$ cat src/rtl/muldiv_seq.sv
// Multi-cycle multiply/divide sequencer owning the HI/LO registers.
// Shift-add multiply and restoring divide share one 2*WIDTH working register.
module muldiv_seq #(
  parameter int WIDTH = 32,
  parameter int CNT_W = 5
) (
  input  logic             clk,
  input  logic             reset,
  input  logic             start,
  input  logic [3:0]       alufunc,
  input  logic [WIDTH-1:0] dataa,
  input  logic [WIDTH-1:0] datab,
  input  logic             cancel,
  input  logic             hi_we,
  input  logic             lo_we,
  input  logic [WIDTH-1:0] wdata,
  output logic             busy,
  output logic             done,
  output logic             divz,
  output logic [WIDTH-1:0] hi,
  output logic [WIDTH-1:0] lo
);

  typedef enum logic [1:0] {
    IDLE = 2'd0,
    CALC = 2'd1,
    FIX  = 2'd2
  } state_t;

  state_t state, state_nxt;

  logic [2*WIDTH-1:0] work;
  logic [WIDTH-1:0]   mag_b;
  logic [WIDTH-1:0]   raw_a;
  logic [CNT_W-1:0]   counter;
  logic               op_div;
  logic               sign_a;
  logic               sign_b;
  logic               b_zero;

  logic               accept;
  logic               is_signed;
  logic               in_sign_a;
  logic               in_sign_b;
  logic [WIDTH-1:0]   in_mag_a;
  logic [WIDTH-1:0]   in_mag_b;

  logic [WIDTH:0]     mul_sum;
  logic [2*WIDTH-1:0] mul_next;
  logic [WIDTH:0]     div_shift;
  logic [WIDTH+1:0]   div_diff;
  logic               div_ok;
  logic [2*WIDTH-1:0] div_next;

  logic [2*WIDTH-1:0] prod_fix;
  logic [WIDTH-1:0]   quot_fix;
  logic [WIDTH-1:0]   rem_fix;

  assign accept    = (state == IDLE) && start && (alufunc[3:2] == 2'b11) && !cancel;
  assign is_signed = !alufunc[0];
  assign in_sign_a = is_signed && dataa[WIDTH-1];
  assign in_sign_b = is_signed && datab[WIDTH-1];
  assign in_mag_a  = in_sign_a ? (~dataa + {{(WIDTH-1){1'b0}}, 1'b1}) : dataa;
  assign in_mag_b  = in_sign_b ? (~datab + {{(WIDTH-1){1'b0}}, 1'b1}) : datab;
  assign busy      = (state != IDLE);

  // State register
  always_ff @(posedge clk) begin
    if (reset) begin
      state <= IDLE;
    end else begin
      state <= state_nxt;
    end
  end

  // Next-state logic; cancel beats both iteration and completion
  always_comb begin
    state_nxt = state;
    case (state)
      IDLE: begin
        if (accept) state_nxt = CALC;
        else        state_nxt = IDLE;
      end
      CALC: begin
        if (cancel)                           state_nxt = IDLE;
        else if (counter == {CNT_W{1'b0}})    state_nxt = FIX;
        else                                  state_nxt = CALC;
      end
      FIX:     state_nxt = IDLE;
      default: state_nxt = IDLE;
    endcase
  end

  // One iteration step of each algorithm on the unsigned magnitudes
  always_comb begin
    if (work[0]) begin
      mul_sum = {1'b0, work[2*WIDTH-1:WIDTH]} + {1'b0, mag_b};
    end else begin
      mul_sum = {1'b0, work[2*WIDTH-1:WIDTH]};
    end
    mul_next  = {mul_sum, work[WIDTH-1:1]};
    div_shift = {work[2*WIDTH-1:WIDTH], work[WIDTH-1]};
    div_diff  = {1'b0, div_shift} - {2'b00, mag_b};
    div_ok    = !div_diff[WIDTH+1];
    if (div_ok) begin
      div_next = {div_diff[WIDTH-1:0], work[WIDTH-2:0], 1'b1};
    end else begin
      div_next = {div_shift[WIDTH-1:0], work[WIDTH-2:0], 1'b0};
    end
  end

  // Sign correction applied at completion
  always_comb begin
    if (sign_a ^ sign_b) begin
      prod_fix = ~work + {{(2*WIDTH-1){1'b0}}, 1'b1};
      quot_fix = ~work[WIDTH-1:0] + {{(WIDTH-1){1'b0}}, 1'b1};
    end else begin
      prod_fix = work;
      quot_fix = work[WIDTH-1:0];
    end
    if (sign_a) begin
      rem_fix = ~work[2*WIDTH-1:WIDTH] + {{(WIDTH-1){1'b0}}, 1'b1};
    end else begin
      rem_fix = work[2*WIDTH-1:WIDTH];
    end
  end

  // Datapath, HI/LO and status registers
  always_ff @(posedge clk) begin
    if (reset) begin
      work    <= {(2*WIDTH){1'b0}};
      mag_b   <= {WIDTH{1'b0}};
      raw_a   <= {WIDTH{1'b0}};
      counter <= {CNT_W{1'b0}};
      op_div  <= 1'b0;
      sign_a  <= 1'b0;
      sign_b  <= 1'b0;
      b_zero  <= 1'b0;
      hi      <= {WIDTH{1'b0}};
      lo      <= {WIDTH{1'b0}};
      done    <= 1'b0;
      divz    <= 1'b0;
    end else begin
      done <= 1'b0;
      case (state)
        IDLE: begin
          if (accept) begin
            work    <= {{WIDTH{1'b0}}, in_mag_a};
            mag_b   <= in_mag_b;
            raw_a   <= dataa;
            op_div  <= alufunc[1];
            sign_a  <= in_sign_a;
            sign_b  <= in_sign_b;
            b_zero  <= (datab == {WIDTH{1'b0}});
            counter <= CNT_W'(WIDTH - 1);
            divz    <= 1'b0;
          end else begin
            if (hi_we) hi <= wdata;
            if (lo_we) lo <= wdata;
          end
        end
        CALC: begin
          if (!cancel) begin
            work <= op_div ? div_next : mul_next;
            if (counter != {CNT_W{1'b0}}) counter <= counter - {{(CNT_W-1){1'b0}}, 1'b1};
          end
        end
        FIX: begin
          if (!cancel) begin
            done <= 1'b1;
            if (!op_div) begin
              hi   <= prod_fix[2*WIDTH-1:WIDTH];
              lo   <= prod_fix[WIDTH-1:0];
              divz <= 1'b0;
            end else if (b_zero) begin
              // Divide by zero reports all-ones quotient and the raw dividend
              hi   <= raw_a;
              lo   <= {WIDTH{1'b1}};
              divz <= 1'b1;
            end else begin
              hi   <= rem_fix;
              lo   <= quot_fix;
              divz <= 1'b0;
            end
          end
        end
        default: begin
          done <= 1'b0;
        end
      endcase
    end
  end

endmodule

$ cat config.mk
export PLATFORM = sky130hd
export DESIGN_NAME = muldiv_seq
export DESIGN_NICKNAME = d
export VERILOG_FILES = /design/src/rtl/muldiv_seq.sv
export SDC_FILE = /design/constraint.sdc
export NUM_CORES = 1
export LEC_CHECK = 0
export CORE_MARGIN = 1
export CORE_UTILIZATION = 30
export CTS_BUF_LIST = sky130_fd_sc_hd__clkbuf_4
export CTS_CLUSTER_DIAMETER = 60
export DETAILED_ROUTE_END_ITERATION = 16
export GPL_TIMING_DRIVEN = 0
export PLACE_DENSITY = 0.57
export SLEW_MARGIN = 20
export SYNTH_ARGS = -nofsm -noshare
export SYNTH_HDL_FRONTEND = slang
export SYNTH_SLANG_ARGS = --single-unit
$ cat constraint.sdc
create_clock -name clk -period 3.36 [get_ports clk]
set_input_delay 0.336 -clock clk [delete_from_list [all_inputs] [get_ports clk]]
set_output_delay 0.336 -clock clk [all_outputs]
set_load 0.005 [all_outputs]
==> reports/results.ini, run 1 <==
[floorplanning]
die_y_um = 234
coreArea_mm2 = 0.0530
ios = 173
die_width_um = 234
initial_utilization = 0.306
rows = 84
die-area_mm2 = 0.0550

[outcome]
status = finished with violations
violations = negative setup slack

[grt]
grt_pass1_wl_mm = 120
grt_max_degree = 17
grt.total_usage = 0.296
antenna_found_initial = 6
gr-total-overflow = 0
grt_pass1_vias = 17700

[worst_setup_path]
cp-start-kind = flip-flop
cp_slowest_stage_delay_ns = 0.82
setup.worst_path.class = reg -> reg
critical_path_arrival_ns = 4.19
crit_top_cell = clkbuf_1
cp_slowest_cell = clkbuf_1
crit_buf_inv = 3
path_cells = clkbuf_1, clkbuf_1, clkbuf_1, o211ai_1, a311oi_1
critPathMaxFanout = 10
required_ns = 4.11
path_delay_family = buffers and inverters
end_kind = flip-flop

[routing]
firstDrtPassIters = 8
routed_wirelength_mm = 83.1
routedWlPerCell_um = 25.5
drc = 0
drt-initial-drc-count = 1914
vias = 19000
antenna_left = 0
vias_per_cell = 5.84

[sta]
final-hold-violation-count = 0
slew_headroom = 0.297
finalCriticalPeriod_ns = 3.44
setup_ws_ns = -0.0847
setup_tns_ns = -0.208
worstMarginPinSlew_ns = 1.05
period_share = 1.03
final-setup-viol-count = 4
finalClockSkew_ns = 0.0768
rsz0062_at_grt = yes
report.final.slew_viol_count = 0
max_freq_mhz = 290

[clock_tree]
clock_latency_ns = 0.86
postCtsHoldBufs = 0
htreeDepth = 2
cts_inserted_buffers = 58
clockBufferDepth = 3
cts_sinks = 205
cts_tree = done
root_buffer = clkbuf_4
clkTransAtPathRegs_ns = 0.07

[placed_design]
post-place-ws_ns = -1.12
gp_congestion = 1.07
dp.cells = 3125
dp_hpwl_mm = 65.0
dpl-instance-area_mm2 = 0.0188
port_buffers = 172

[finish]
stdcell_area_mm2 = 0.0206
instances_no_fill = 3256
drive_gt1_frac = 0.111
final_nets = 2700
syn2layout_area_growth_pct = 26.8
fillCellCount = 5713
fin_util = 0.388

[yosys]
ys_warn_count = 0
avgSynthCellArea_um2 = 7.16
synth_area_leader_cell = dfxtp_1
mappedNetlistArea_mm2 = 0.0162
synthCells = 2265
synth-seq-area-share = 0.253
synth_edf_count = 0
synth_nets = 2442
async_flop_share = 0
synth_top_area_frac = 0.253
yosysUniqueCellTypes = 87
synthFlopType = dfxtp_1
ys_seq_elements = 205
synthTopCellsByArea = dfxtp_1 (25%), a21oi_1 (7.1%), nand2_1 (6.7%)

[worst_hold_path]
hp-class = in -> reg

[power_and_ir_drop]
p_per_area_mw_per_mm2 = 346
leakage_nw = 7.70
irDropWorstVdd_mv = 0.229

[job]
maxCapViolCount = 0

[timing repair]
item                                    in CTS  in global routing
resized for setup                           99                112
cloned                                       1                  1
buffers inserted                            12                 16
endpoints found under the setup margin      69                 68
pin swaps                                   14                 28
[final timing paths]
path / from / to / slack [ns] / cells after the start
worst max-delay path: op_div / hi[13] / -0.08 / 5
worst min-delay path: wdata[20] / lo[20] / 0.1 / 3
worst min register to register: counter[4] / state[1] / 0.46 / 1
worst max register to register: op_div / hi[13] / -0.08 / 5
[where the power goes]
part	switching, mW	internal (mW)
Sequential	0.108	2.53
Combinational	1.19	0.858
Clock	1.25	1.17
[state kept, by name, indices dropped and copies added, names as in the netlist]
register	cells
counter	5
work	64
sign_a	1
divz	1
hi	32
op_div	1
raw_a	32
lo	32
sign_b	1
b_zero	1
mag_b	32
state	2
done	1
[layout by cell type (no fill, tap or decap), types with 66 or more instances in the layout]
cell type        count
xor2_1              78
dfxtp_1            188
clkbuf_1           135
xnor2_1             77
a211oi_1            75
o21ai_0            121
a21oi_1            224
clkdlybuf4s50_1    172
nand2_1            290
inv_1               66
clkbuf_4            87
nor2_1             264
[per-layer routing]
| metal | up-vias | share of wire | global-route usage |
|---|---|---|---|
| met4 | 4 | 0.027 | 0.0802 |
| met2 | 911 | 0.44 | 0.452 |
| met3 | 146 | 0.091 | 0.0584 |
| met5 | - | 0.00025 | 0 |
| li1 | 8743 | - | - |
| met1 | 9227 | 0.44 | 0.419 |
[metrics by stage]
step,total power [mW],hold WS (ns)
6_report,7.10,0.0997
5_1_grt,7.38,0.0990
4_1_cts,6.98,0.0503
3_5_place_dp,4.42,0.443
3_3_place_gp,4.41,0.437
2_1_floorplan,3.62,0.424
[area by class of cell]
type | instances | area [µm²] | share of cell area
Multi-Input combinational cell | 1814 | 11800 | 0.573
Sequential cell | 205 | 4140 | 0.201
Timing Repair Buffer | 202 | 2000 | 0.0972
Tap cell | 688 | 861 | 0.0419
Buffer | 171 | 766 | 0.0372
Clock buffer | 86 | 646 | 0.0314
Inverter | 71 | 277 | 0.0134
Clock inverter | 17 | 76.3 | 0.00371
Antenna cell | 2 | 5.00 | 0.000243
[cell families (layout without fill, tap and decap cells)]
kind of cell | after synthesis | in the layout | share of synthesized area
and+or+nand+nor | 811 | 811 | 0.228
buffers and inverters | 246 | 547 | 0.0584
other | 0 | 2 | 0
muxes | 50 | 50 | 0.0312
DFF | 205 | 205 | 0.253
AOI/OAI and AO/OA | 726 | 726 | 0.290
xor gates and xnor gates | 156 | 156 | 0.0843
adders and majority gates | 71 | 71 | 0.0557
[synth_stat cells, drive strengths merged (9+ instances only)]
cell	count
clkbuf	158
dfxtp	205
inv	69
mux2i	46
or3	24
a22o	13
o41ai	13
a21o	26
nand2b	19
buf	17
o211ai	26
xor2	79
o21a	14
ha	69
o22ai	12
and3	16
xnor2	77
nand3	41
nor2	269
and2	14
nand2	291
a311oi	49
or4	16
nor3	55
o21ai	136
nand4	9
nor2b	13
a21oi	231
o31ai	27
nor4	18
a211oi	82
a31oi	25
[worst register-to-register path, cell delays in order, from the launching register on]
cell and delay, ns:
dfxtp_1 0.40, clkbuf_1 0.65, clkbuf_1 0.82, clkbuf_1 0.78
o211ai_1 0.36, a311oi_1 0.33
Power figures use the tool's default switching activity.
==> run 2: changes to the inputs <==
- SLEW_MARGIN: 20 -> not set
==> run 2 against run 1 <==
The flow still finishes with violations (negative setup slack). Cell count rose by 0.21%. Hold slack got worse by 0.0033 ns. First-iteration DRC count fell by 2.5%. Sequential power is essentially flat. Global-route usage is essentially flat. Total power grew 0.65%. Sequential share of layout area is essentially flat. Highest routed layer unchanged. Critical endpoint unchanged. Critical path depth stayed put.
==> reports/results.ini, run 2 (same netlist as run 1, synthesis figures left out) <==
[sta]
whs_ns = 0.0964  ; -0.00335 ns
finalCriticalPeriod_ns = 3.39  ; -0.0546 ns
worstMarginPinSlew_ns = 1.28  ; +0.222 ns
report.final.slew_viol_count = 0  ; unchanged
final-hold-violation-count = 0  ; unchanged
max_freq_mhz = 295  ; +1.6%
period_share = 1.01  ; -0.0163
final-setup-viol-count = 1  ; -3
rsz0062_at_grt = yes
slew_headroom = 0.142  ; -0.155
setup_ws_ns = -0.0301  ; +0.0546 ns
finalClockSkew_ns = 0.0615  ; -0.0153 ns

[placed_design]
port_buffers = 172  ; unchanged
gp_congestion = 1.07  ; unchanged
dp_hpwl_mm = 65.0  ; about the same
dp.cells = 3125  ; unchanged
post-place-ws_ns = -1.10  ; +0.0147 ns

[finish]
instances_no_fill = 3263  ; +0.21%
mostFrequentLayoutCells = nand2_1 (290), nor2_1 (266), a21oi_1 (223)
syn2layout_area_growth_pct = 27.0
largest_reg_flops = 64  ; unchanged
fin_util = 0.389  ; +0.000472
top_register = work
layout_commonest_cell = nand2_1
final_nets = 2704  ; +0.15%
drive_gt1_frac = 0.110  ; -0.000690

[worst_setup_path]
required_ns = 4.10  ; about the same
path_cells = clkbuf_1, clkbuf_1, clkbuf_1, o211ai_1, a311oi_1
setup.worst_path.class = reg -> reg
cp_slowest_cell = clkbuf_1
crit_top_cell = clkbuf_1
cp_slowest_stage_delay_ns = 0.88  ; +0.06 ns
critical_path_arrival_ns = 4.13  ; -0.06 ns
end_kind = flip-flop
cp-start-kind = flip-flop
ff2ff_path_depth = 5  ; unchanged
critPathMaxFanout = 10  ; unchanged

[floorplanning]
coreArea_mm2 = 0.0530  ; unchanged
ios = 173  ; unchanged
rows = 84  ; unchanged
die_y_um = 234  ; unchanged
die_width_um = 234  ; unchanged
initial_utilization = 0.306  ; unchanged
die-area_mm2 = 0.0550  ; unchanged

[job]
maxCapViolCount = 0  ; unchanged

[grt]
met1_usage = 0.422  ; +0.00306
grt_pass1_wl_mm = 120  ; -0.12%
met3_usage = 0.0566  ; -0.00182
grt.total_usage = 0.295  ; about the same
gr-total-overflow = 0  ; unchanged
grt_max_degree = 18  ; +1
use_met2 = 0.445  ; -0.00735
antenna_found_initial = 5  ; -1
grt-busiest-layer = met2
grt_pass1_vias = 17800  ; +0.32%

[routing]
vias = 19200  ; +0.88%
drt-initial-drc-count = 1867  ; -2.5%
firstDrtPassIters = 6  ; -2
antenna_left = 0  ; unchanged
routed_wirelength_mm = 83.5  ; +0.50%
routedWlPerCell_um = 25.6  ; +0.28%
vias_per_cell = 5.88  ; +0.67%
drc = 0  ; unchanged

[clock_tree]
clkTransAtPathRegs_ns = 0.07  ; about the same
postCtsHoldBufs = 0  ; unchanged
cts_sinks = 205  ; unchanged
root_buffer = clkbuf_4
cts_tree = done
cts_inserted_buffers = 60  ; +3.4%
clock_latency_ns = 0.85  ; about the same
clockBufferDepth = 3  ; unchanged
htreeDepth = 2  ; unchanged

[power_and_ir_drop]
leakage_nw = 7.70  ; about the same
p_per_area_mw_per_mm2 = 347  ; +0.53%
irDropWorstVdd_mv = 0.249  ; +8.8%

[outcome]
status = finished with violations
violations = negative setup slack

[worst_hold_path]
hp-class = in -> reg
holdPathStages = 3  ; unchanged

## run 2: layout make-up
cell class / instances / area [µm²]
Inverter: 71 / 278
Tap cell: 688 / 861
Multi-Input combinational cell: 1815 / 11800
Fill cell: 5687 / 32400
Clock buffer: 85 / 638
Sequential cell: 205 / 4140
Buffer: 171 / 776
Timing Repair Buffer: 203 / 2000
Clock inverter: 23 / 101
Antenna cell: 2 / 5.00
## run 2: layer usage
metal  part of all wire  wire, µm
met1               0.44     37000
met3              0.098      8150
met2               0.43     36000
met4              0.028      2370
met5           0.000096         8
## run 2: power breakdown
group / internal, mW / switching (mW)
combinational: 0.874 / 1.21
sequential: 2.53 / 0.108
clock: 1.17 / 1.26
total: 4.57 / 2.58
## run 2: path summary, 6_finish.rpt
kind         slack [ns]        to  startpoint
min                 0.1     lo[9]    wdata[9]
max               -0.03    hi[13]      op_div
max reg2reg       -0.03    hi[13]      op_div
min reg2reg        0.46  state[1]  counter[4]
## run 2: repair_timing
| item | in CTS | in global routing |
|---|---|---|
| pin swaps | 13 | 40 |
| endpoints found under the setup margin | 69 | 63 |
| gates cloned | 1 | 3 |
| resized for setup | 108 | 101 |
| buffers inserted | 14 | 13 |
## run 2: stage by stage
stage	power, mW	TNS [ns]	cell area (µm²)
after floorplan	3.62	0	16200
after global placement	4.41	-50.83	18800
after detailed placement	4.42	-52.65	18800
after CTS	6.99	0	20000
after global routing	7.44	-0.0533	20600
final	7.15	-0.0301	20600
## run 2: worst max-delay path, delay by kind of cell, from the launching register on
family / cells / cell delay [ns]
buffers and inverters: 3 / 2.21
AO/OA/AOI/OAI: 2 / 0.69
flip-flops: 1 / 0.41
==> run 3: changes to the inputs <==
- CORE_ASPECT_RATIO: not set -> 0.8
==> run 3 against run 2 <==
The flow still finishes with violations (negative setup slack). Die area about the same. Worst setup slack improved by 0.016 ns. Cell count grew 0.55%. First-iteration DRC count increased by 27%. Total power rose by 1.2%. Critical endpoint is now hi[23]. Highest routed layer unchanged.
==> reports/results.ini, run 3 (same netlist as run 1, synthesis figures left out) <==
[sta]
final-setup-viol-count = 2  ; +1
report.final.slew_viol_count = 0  ; unchanged
rsz0062_at_grt = yes
setup_tns_ns = -0.0215  ; +0.00862 ns
period_share = 1.00  ; -0.00484
finalClockSkew_ns = 0.0642  ; +0.00274 ns
final-hold-violation-count = 0  ; unchanged
worstMarginPinSlew_ns = 1.22  ; -0.0580 ns
finalCriticalPeriod_ns = 3.37  ; -0.0163 ns
slew_headroom = 0.188  ; +0.0452
setup_ws_ns = -0.0139  ; +0.0163 ns
max_freq_mhz = 296  ; +0.48%

[finish]
top_register = work
fillCellCount = 5596  ; -1.6%
mostFrequentLayoutCells = nand2_1 (289), nor2_1 (264), a21oi_1 (218)
drive_gt1_frac = 0.118  ; +0.00795
syn2layout_area_growth_pct = 28.0
layout_commonest_cell = nand2_1
seq_area_mm2 = 0.00414  ; about the same
largest_reg_flops = 64  ; unchanged
multi_input_area_mm2 = 0.0118  ; +0.33%
stdcell_area_mm2 = 0.0208  ; +0.83%
final_nets = 2715  ; +0.41%

[routing]
routed_wirelength_mm = 84.2  ; +0.78%
antenna_left = 0  ; unchanged
drc = 0  ; unchanged
drt-initial-drc-count = 2376  ; +27%
firstDrtPassIters = 5  ; -1
routedWlPerCell_um = 25.7  ; +0.23%
vias_per_cell = 5.92  ; +0.59%
vias = 19400  ; +1.1%

[clock_tree]
htreeDepth = 2  ; unchanged
postCtsHoldBufs = 0  ; unchanged
clockBufferDepth = 3  ; unchanged
cts_sinks = 205  ; unchanged
cts_tree = done
cts_inserted_buffers = 61  ; +1.7%
root_buffer = clkbuf_4
clock_latency_ns = 0.84  ; about the same
clkTransAtPathRegs_ns = 0.07  ; about the same

[grt]
gr-total-overflow = 0  ; unchanged
grt_pass1_vias = 18100  ; +2.1%
grt.total_usage = 0.300  ; +0.00495
use_met2 = 0.419  ; -0.0256
met1_usage = 0.451  ; +0.0294
met3_usage = 0.0783  ; +0.0217
grt_max_degree = 18  ; unchanged
antenna_found_initial = 3  ; -2
grt_pass1_wl_mm = 122  ; +2.0%
grt-busiest-layer = met1

[floorplanning]
initial_utilization = 0.306  ; about the same
rows = 75  ; -11%
die_y_um = 210  ; -10%
die_width_um = 262  ; +12%
ios = 173  ; unchanged
die-area_mm2 = 0.0550  ; about the same
coreArea_mm2 = 0.0529  ; about the same

[worst_setup_path]
critical_path_arrival_ns = 4.02  ; -0.11 ns
end_kind = flip-flop
required_ns = 4.00  ; -0.10 ns
cp-start-kind = flip-flop
critPathMaxFanout = 7  ; -3
setup.worst_path.class = reg -> reg

[power_and_ir_drop]
leakage_nw = 7.77  ; +0.97%
p_per_area_mw_per_mm2 = 349  ; +0.33%
irDropWorstVdd_mv = 0.198  ; -21%

[placed_design]
gp_congestion = 1.03  ; -3.9%
dp_hpwl_mm = 65.5  ; +0.80%
port_buffers = 172  ; unchanged
dpl-instance-area_mm2 = 0.0188  ; about the same

[worst_hold_path]
hp-class = in -> reg

[outcome]
violations = negative setup slack
status = finished with violations

[job]
maxCapViolCount = 0  ; unchanged

[run 3: per-layer routing]
metal | share of wire | vias up
met5 | 0.00032 | -
li1 | - | 8797
met1 | 0.46 | 9365
met3 | 0.12 | 127
met2 | 0.40 | 1125
met4 | 0.020 | 4
[run 3: per-stage QoR]
step / setup slack [ns] / hold WS [ns] / util / std cells / power (mW)
final: -0.0139 / 0.129 / 0.392 / 3281 / 7.23
after global routing: -0.0788 / 0.138 / 0.392 / 3280 / 7.52
after CTS: -0.0716 / 0.0818 / 0.381 / 3260 / 7.07
after detailed placement: -1.13 / 0.437 / 0.355 / 3130 / 4.43
after global placement: -1.19 / 0.442 / 0.355 / 3130 / 4.42
after floorplan: 0.128 / 0.424 / - / 2265 / 3.62
[run 3: where the power goes]
part / leakage, nW / internal, mW / switching (mW)
registers: 1.68 / 2.53 / 0.104
clock network: 0.459 / 1.20 / 1.26
logic: 5.63 / 0.889 / 1.25
[run 3: worst paths after layout]
kind | startpoint | endpoint | slack, ns | depth (start not counted)
worst max-delay path | work[19] | hi[23] | -0.01 | 11
worst min-delay path | wdata[14] | lo[14] | 0.13 | 3
worst max register to register | work[19] | hi[23] | -0.01 | 11
worst min register to register | counter[4] | state[1] | 0.45 | 1
[run 3: layout make-up]
type                       count  share of cell area
clock buffer                  87              0.0315
sequential                   205               0.199
clock inverter                24             0.00518
timing repair buffer         212               0.100
inverter                      71              0.0134
multi-input combinational   1815               0.570
tap                          693              0.0418
antenna                        2            0.000241
buffer                       172              0.0386
[run 3: critical path: stages (launching register included)]
cell,delay (ns)
dfxtp_1,0.43
or4_4,0.57
or3_4,0.38
nor4_4,0.21
buf_4,0.19
nand4_4,0.27
buf_4,0.26
clkbuf_16,0.15
nand2_1,0.12
nor2_1,0.06
nor4_1,0.41
a2111oi_0,0.14
[run 3: what timing repair did]
action,CTS,global route
resized for setup,119,109
setup buffers,17,18
setup endpoints to repair,76,69
pin swaps,20,34
gates cloned,4,2
